<file path="src/rtl/mlblock_2dflex_gen2.sv">
// rtl/mlblock_2dflex_gen2.sv - multi-lane MAC block with serial config chain, cascade and lane reduction
// Define MLBLOCK_2DFLEX_SAT_EN for saturating accumulator/cascade adds; default build wraps.
module mlblock_2dflex_gen2 #(
    parameter int LANES     = 4,
    parameter int I_W       = 8,
    parameter int W_W       = 8,
    parameter int RES_W     = 32,
    parameter int ACC_LEN_W = 8
) (
    input  logic                   clk,
    input  logic                   reset,
    input  logic                   cfg_en,
    input  logic                   cfg_in,
    output logic                   cfg_out,
    input  logic                   cfg_commit,
    input  logic                   W_en,
    input  logic [LANES*W_W-1:0]   W_in,
    output logic [LANES*W_W-1:0]   W_out,
    input  logic [LANES*I_W-1:0]   I_in,
    input  logic                   in_valid,
    output logic                   in_ready,
    input  logic [LANES*RES_W-1:0] Res_cas_in,
    output logic [LANES*RES_W-1:0] Res_out,
    output logic                   res_valid,
    input  logic                   res_ready
);
    localparam int CFG_BITS = ACC_LEN_W + 3;
    localparam int P = I_W + W_W;
`ifdef MLBLOCK_2DFLEX_SAT_EN
    localparam bit SAT = 1'b1;
`else
    localparam bit SAT = 1'b0;
`endif

    typedef enum logic [1:0] {IDLE, ACC, DRAIN} state_t;

    state_t                 state;
    logic [CFG_BITS-1:0]    shadow;
    logic [CFG_BITS-1:0]    active;
    logic                   pending;
    logic [ACC_LEN_W-1:0]   cnt;
    logic [LANES*W_W-1:0]   w_reg;
    logic [RES_W-1:0]       acc [LANES];
    logic [LANES*RES_W-1:0] res_reg;

    logic [ACC_LEN_W-1:0]   acc_len;
    logic [ACC_LEN_W-1:0]   eff_len;
    logic                   signed_en;
    logic                   reduce_en;
    logic                   cas_en;
    logic                   beat;
    logic [RES_W-1:0]       acc_next [LANES];
    logic [LANES*RES_W-1:0] res_next;

    assign acc_len   = active[ACC_LEN_W-1:0];
    assign signed_en = active[ACC_LEN_W];
    assign reduce_en = active[ACC_LEN_W+1];
    assign cas_en    = active[ACC_LEN_W+2];
    assign eff_len   = (acc_len == '0) ? ACC_LEN_W'(1) : acc_len;

    assign in_ready  = (state == ACC) || (state == IDLE && !cfg_commit && !pending);
    assign beat      = in_valid && in_ready;
    assign res_valid = (state == DRAIN);
    assign cfg_out   = shadow[0];
    assign W_out     = w_reg;
    assign Res_out   = res_reg;

    function automatic logic [RES_W-1:0] add_res(input logic [RES_W-1:0] a,
                                                 input logic [RES_W-1:0] b,
                                                 input logic sgn);
        logic [RES_W:0] s;
        s = {1'b0, a} + {1'b0, b};
        if (SAT && sgn && (a[RES_W-1] == b[RES_W-1]) && (s[RES_W-1] != a[RES_W-1]))
            add_res = a[RES_W-1] ? {1'b1, {(RES_W-1){1'b0}}} : {1'b0, {(RES_W-1){1'b1}}};
        else if (SAT && !sgn && s[RES_W])
            add_res = '1;
        else
            add_res = s[RES_W-1:0];
    endfunction

    // Next accumulator values and the result that would be registered on DRAIN entry.
    always_comb begin
        logic [I_W-1:0]        ik;
        logic [W_W-1:0]        wk;
        logic signed [P-1:0]   ps;
        logic [P-1:0]          pu;
        logic [RES_W-1:0]      prod;
        logic [RES_W-1:0]      lane_val [LANES];
        logic [RES_W-1:0]      red;
        ik       = '0;
        wk       = '0;
        ps       = '0;
        pu       = '0;
        prod     = '0;
        red      = '0;
        res_next = '0;
        for (int k = 0; k < LANES; k++) begin
            ik   = I_in[k*I_W +: I_W];
            wk   = w_reg[k*W_W +: W_W];
            ps   = P'($signed(ik)) * P'($signed(wk));
            pu   = P'(ik) * P'(wk);
            prod = signed_en ? RES_W'(ps) : RES_W'(pu);
            acc_next[k] = (state == IDLE) ? prod : add_res(acc[k], prod, signed_en);
            lane_val[k] = cas_en ? add_res(acc_next[k], Res_cas_in[k*RES_W +: RES_W], signed_en)
                                 : acc_next[k];
        end
        red = lane_val[0];
        for (int k = 1; k < LANES; k++)
            red = add_res(red, lane_val[k], signed_en);
        if (reduce_en)
            res_next[RES_W-1:0] = red;
        else
            for (int k = 0; k < LANES; k++)
                res_next[k*RES_W +: RES_W] = lane_val[k];
    end

    always_ff @(posedge clk or negedge reset) begin
        if (!reset) begin
            state   <= IDLE;
            shadow  <= '0;
            active  <= {3'b001, ACC_LEN_W'(1)};
            pending <= 1'b0;
            cnt     <= '0;
            w_reg   <= '0;
            res_reg <= '0;
            for (int k = 0; k < LANES; k++)
                acc[k] <= '0;
        end else begin
            if (cfg_en)
                shadow <= {cfg_in, shadow[CFG_BITS-1:1]};
            if (W_en)
                w_reg <= W_in;
            case (state)
                IDLE: begin
                    if (cfg_commit || pending) begin
                        active  <= shadow;
                        pending <= 1'b0;
                    end else if (beat) begin
                        acc <= acc_next;
                        cnt <= ACC_LEN_W'(1);
                        if (eff_len == ACC_LEN_W'(1)) begin
                            state   <= DRAIN;
                            res_reg <= res_next;
                        end else begin
                            state <= ACC;
                        end
                    end
                end
                ACC: begin
                    if (cfg_commit)
                        pending <= 1'b1;
                    if (beat) begin
                        acc <= acc_next;
                        cnt <= cnt + 1'b1;
                        if (cnt + 1'b1 == eff_len) begin
                            state   <= DRAIN;
                            res_reg <= res_next;
                        end
                    end
                end
                DRAIN: begin
                    if (cfg_commit)
                        pending <= 1'b1;
                    if (res_ready)
                        state <= IDLE;
                end
                default: state <= IDLE;
            endcase
        end
    end
endmodule

</file>
<file path="config.mk">
export PLATFORM = sky130hd
export DESIGN_NAME = mlblock_2dflex_gen2
export DESIGN_NICKNAME = d
export VERILOG_FILES = /design/src/rtl/mlblock_2dflex_gen2.sv
export SDC_FILE = /design/constraint.sdc
export NUM_CORES = 2
export LEC_CHECK = 0
export CAP_MARGIN = 15
export CORE_AREA = 2 2 432 220
export CTS_BUF_LIST = sky130_fd_sc_hd__clkbuf_4 sky130_fd_sc_hd__clkbuf_8 sky130_fd_sc_hd__clkbuf_16
export DETAILED_ROUTE_END_ITERATION = 10
export DIE_AREA = 0 0 434 222
export PLACE_DENSITY = 0.7
export REMOVE_ABC_BUFFERS = 1
export SYNTH_ARGS = -nofsm -noshare
export SYNTH_HDL_FRONTEND = slang
export SYNTH_SLANG_ARGS = --single-unit
</file>
<file path="constraint.sdc">
create_clock -name clk -period 14.4 [get_ports clk]
set_input_delay 2.16 -clock clk [delete_from_list [all_inputs] [get_ports clk]]
set_output_delay 2.16 -clock clk [all_outputs]
set_load 0.01 [all_outputs]
</file>
Word level (Yosys, flattened, before mapping)
Cells that the tools add are included.

Add/sub/neg operators: 12. $mul: 8. Divide/modulo/power cells: 0. Magnitude comparators: 0. Equal/unequal tests: 12. Shift-type cells: 0. Multiplexer cells: 38. Bitwise operators: 0. Reductions and logical operators: 18.

Operators with widths (count): $mux W128 (7); $pmux W128 S2 (2); $mux W32 (13); $add A32 B32 Y32 (11); $mul A8 B8 Y16 (8); $mux W96 (1); $mux W8 (4); $pmux W8 S2 (1); $mux W2 (6); $ne A2 B1 Y1 const B (5); $add A8 B1 Y8 const B (1); $eq A8 B1 Y1 const B (1); $eq A8 B8 Y1 (1); $logic_not A8 Y1 (1); $ne A2 B2 Y1 const B (3); $pmux W2 S3 (1); $reduce_and A6 Y1 (1); $reduce_and A5 Y1 (1); $reduce_and A2 Y1 (2); $reduce_and A4 Y1 (1); $reduce_bool A2 Y1 (2); $logic_and A1 B1 Y1 (3); $reduce_and A3 Y1 (1); $eq A2 B1 Y1 const B (1); 7 further kinds (10).

Flip-flop bits (word level): 321. Bits in latches: 0. Memory bits (writable): 0. ROM bits: 0. Bits of input ports: 200. Output and inout bits: 163. Logic and storage cells: 99. Memories: 0.

Depth between registers and ports, before layout
Depth in word-level cells: 14. Depth in mapped cells: 62.

Least setup slack after synthesis
No wires, ideal clock.

Path kind: input to register. Start point: input I_in[19]. End point: register res_reg[31] (netlist: Res_out[31]). Arrival time: 12.851 ns. Data required time: 14.318 ns. Setup slack: 1.467 ns. Cell stages on the path: 53. Cells stage by stage: clkbuf_1 -> and2_1 -> fa_1 -> inv_1 -> fa_1 -> fa_1 -> fa_1 -> inv_1 -> ha_1 -> nor2b_1 -> o21ai_0 -> a21oi_1 -> o21ai_0 -> nand2b_1 -> a21o_1 -> a21o_1 -> a21o_1 -> a21oi_1 -> [17 not listed] -> or3_1 -> o211ai_1 -> a41oi_1 -> o21ai_0 -> nor3b_1 -> a21oi_1 -> fa_1 -> fa_1 -> inv_1 -> ha_1 -> a21o_1 -> a2111o_1 -> o22ai_1 -> xnor2_1 -> xnor3_1 -> xnor2_1 -> a21o_1 -> a31oi_1.

RTL lines: start: declaration (line 19) `input logic [LANES*I_W-1:0] I_in,`; end signal: assignment (line 143) `res_reg <= res_next;`; end signal: assignment (line 157) `res_reg <= res_next;`; end: declaration (line 44) `logic [LANES*RES_W-1:0] res_reg;`.

==> impl_results.md <==
- DR iter-0 viols: 3455
- Hold Path Sink: Res_out[67]
- Slew headroom: 0.126
- GRT overflow: 0
- Number of max-cap violations: 0
- Clk slew on worst S/H paths: 0.07 ns
- Drt total wl: 146000 um
- Initial core utilization: 0.497
- Core area: 92300 um^2
- Top FF cell, synth: dfrtp_1
- PortBufs: 362
- Area growth syn-to-layout: 15.3%
- DIE AREA: 96300 um^2
- Critical path origin: I_in[4]
- Routed wire length per instance: 20.4 um
- # setup viols final: 0
- RSZ-0062 raised after global routing: no
- Reg2reg start: W_out[7]
- Post-synth ARST share: 1.00
- Status: finished, final reports clean
- Minimum clock period: 13.90 ns
- Max clock buf depth: 3
- Die W: 434 um
- Ys Warns: 0
- Slew Limit Fails: 0
- Vias in the first global route: 39600
- Tightest Hold Check Type: flop to flop
- Max Fclk: 71.9 MHz
- Multi-input logic area: 34200 um^2
- Global-route wire length before repair: 230000 um
- Setup Total Neg Slack: 0 ns
- Register-to-register setup slack: 2.01 ns
- Worst r2r dst: Res_out[31]
- Largest net degree at the start of global routing: 153
- WS Path Type: input pin to flop
- Number of flops mapped to enable cells by yosys: 0
- Drt via density: 5.60
- HPWL Detailed: 118000 um
- Largest stage delay, worst path: 0.56 ns
- Clk_lat worst skew: 0.61 ns
- Data arrival time of the worst path: 14.43 ns
- Hold Startpoint: Res_out[67]
- Worst Clk Skew: 0.0381 ns
- Row cnt: 79
- Critical path endpoint category: flop
- #FFs+latches synth: 321
- Routability cong.: 0.977
- CP max stage cell: fa_1
- Fillers: 8433
- Syn Area/Cell: 8.30 um^2
- CP startpoint kind: input pin
- Root Driver: clkbuf_16
- Die Ht: 222 um
- Worst-path fanout max: 6
- Final hold viol count: 0
- FF/Latch Area: 8040 um^2
- Post-Synthesis Cells: 5521
- TritonRoute pass-1 iters: 9
- Detail Route Antenna Nets: 0
- Initial antenna violation count: 13
- Worst R2R Path Depth: 50
- Fin crit share: 0.965
- Postcts setup bufs: 0
- TritonCTS clock tree: built
- Layout cells sized above 1: 0.0600
- Sequential element share of the synthesized area: 0.175
- Synth Cell Area: 45800 um^2
- Nets: 7005
- TritonCTS Sinks: 321
- All-Layer GR Usage: 0.306
- DRC viols: 0
- Hold Path Depth: 2
- Worst-Margin Slew: 1.30 ns
- Via count: 40100
- H-tree levels: 2
- CTS Buf Count: 38
- Synth cell types: 90
- I/O pin count: 363
- WP data required: 14.93 ns
-- Yosys cell counts (54+ instances only) --
cell	instances	share of area
o21ai_0	381	0.042
xnor2_1	221	0.042
ha_1	520	0.14
fa_1	410	0.18
nor2_1	230	0.019
o21a_1	54	0.0088
o21bai_1	78	0.013
xor2_1	120	0.023
a21oi_1	351	0.038
inv_1	845	0.069
clkbuf_1	137	0.011
a21o_1	131	0.021
mux2_2	90	0.022
dfrtp_1	319	0.17
and2_1	185	0.025
nand2_1	777	0.064
nand3_1	65	0.0071
-- cell usage in the layout (no fill, tap or decap), types with 49 or more instances in the layout --
cell	n
and2_1	185
a21o_1	130
nand2b_1	51
o31ai_1	49
o21bai_1	78
fa_1	410
buf_4	107
dfrtp_1	317
nor2_1	229
nand3_1	65
inv_1	843
clkdlybuf4s50_1	354
xor2_1	120
nand2_1	776
o21ai_0	374
a21oi_1	339
mux2_2	90
xnor2_1	221
ha_1	518
nor2b_1	51
o21a_1	54
-- metrics by stage --
stage	std cells	hold WS (ns)	cell area, um^2	worst slack, ns	utilization
2_1_floorplan	5363	0.452	45200	1.45	-
3_3_place_gp	7089	0.462	51300	0.112	0.556
3_5_place_dp	7089	0.465	51300	-0.108	0.556
4_1_cts	7158	0.479	52700	0.516	0.571
5_1_grt	7167	0.501	52800	0.00868	0.572
6_report	7167	0.475	52800	0.501	0.572
-- layer usage --
layer	up-vias	part of all wire	GRT usage
li1	19000	-	-
met1	19400	0.47	0.463
met2	1543	0.40	0.431
met3	206	0.097	0.0709
met4	0	0.031	0.0885
met5	-	0	0
-- how the worst max path moves through the flow --
stage,to
final,Res_out[31]
after global routing,Res_out[31]
after CTS,Res_out[31]
after detailed placement,Res_out[31]
after global placement,Res_out[31]
after floorplan,Res_out[31]
-- critical path: cells and delay by family --
kind / cells / cell delay (ns)
adders and majority gates: 10 / 4.09
AOI/OAI and AO/OA: 15 / 3.56
muxes: 1 / 0.30
buffers and inverters: 9 / 1.26
xor gates and xnor gates: 6 / 0.95
and+or+nand+nor: 10 / 2.09
-- state kept, by name, summed over array words and instances, names as in the netlist --
name,count
pending,1
acc,128
Res_out,128
W_out,32
shadow,11
state,2
active,11
cnt,8
-- area by class of cell --
type / count / area share
repair buffers: 472 / 0.0852
diodes: 8 / 0.000379
flip-flops and latches: 321 / 0.152
multi-input cells: 4195 / 0.647
inverters: 847 / 0.0602
clock inverters: 20 / 0.00516
well taps: 1255 / 0.0297
clock buffers: 49 / 0.0205
-- cells by family (layout without fill, tap and decap cells) --
group,Yosys count,count (layout),synth area share
buffers and inverters,1005,1388,0.0823
flip-flops,321,321,0.175
other,0,8,0
multiplexers,131,131,0.0312
adder cells (fa/ha/maj),930,930,0.321
XOR/XNOR,344,344,0.0667
AO/OA/AOI/OAI,1289,1289,0.175
AND/OR/NAND/NOR,1501,1501,0.149
-- what timing repair did --
item	in CTS	in global routing
resized for setup	0	42
setup endpoints to repair	0	7
hold buffers	0	0
Power is left out: the tool's default activity adds up to more than one toggle a clock period on the data nets, which glitch-free logic cannot reach.
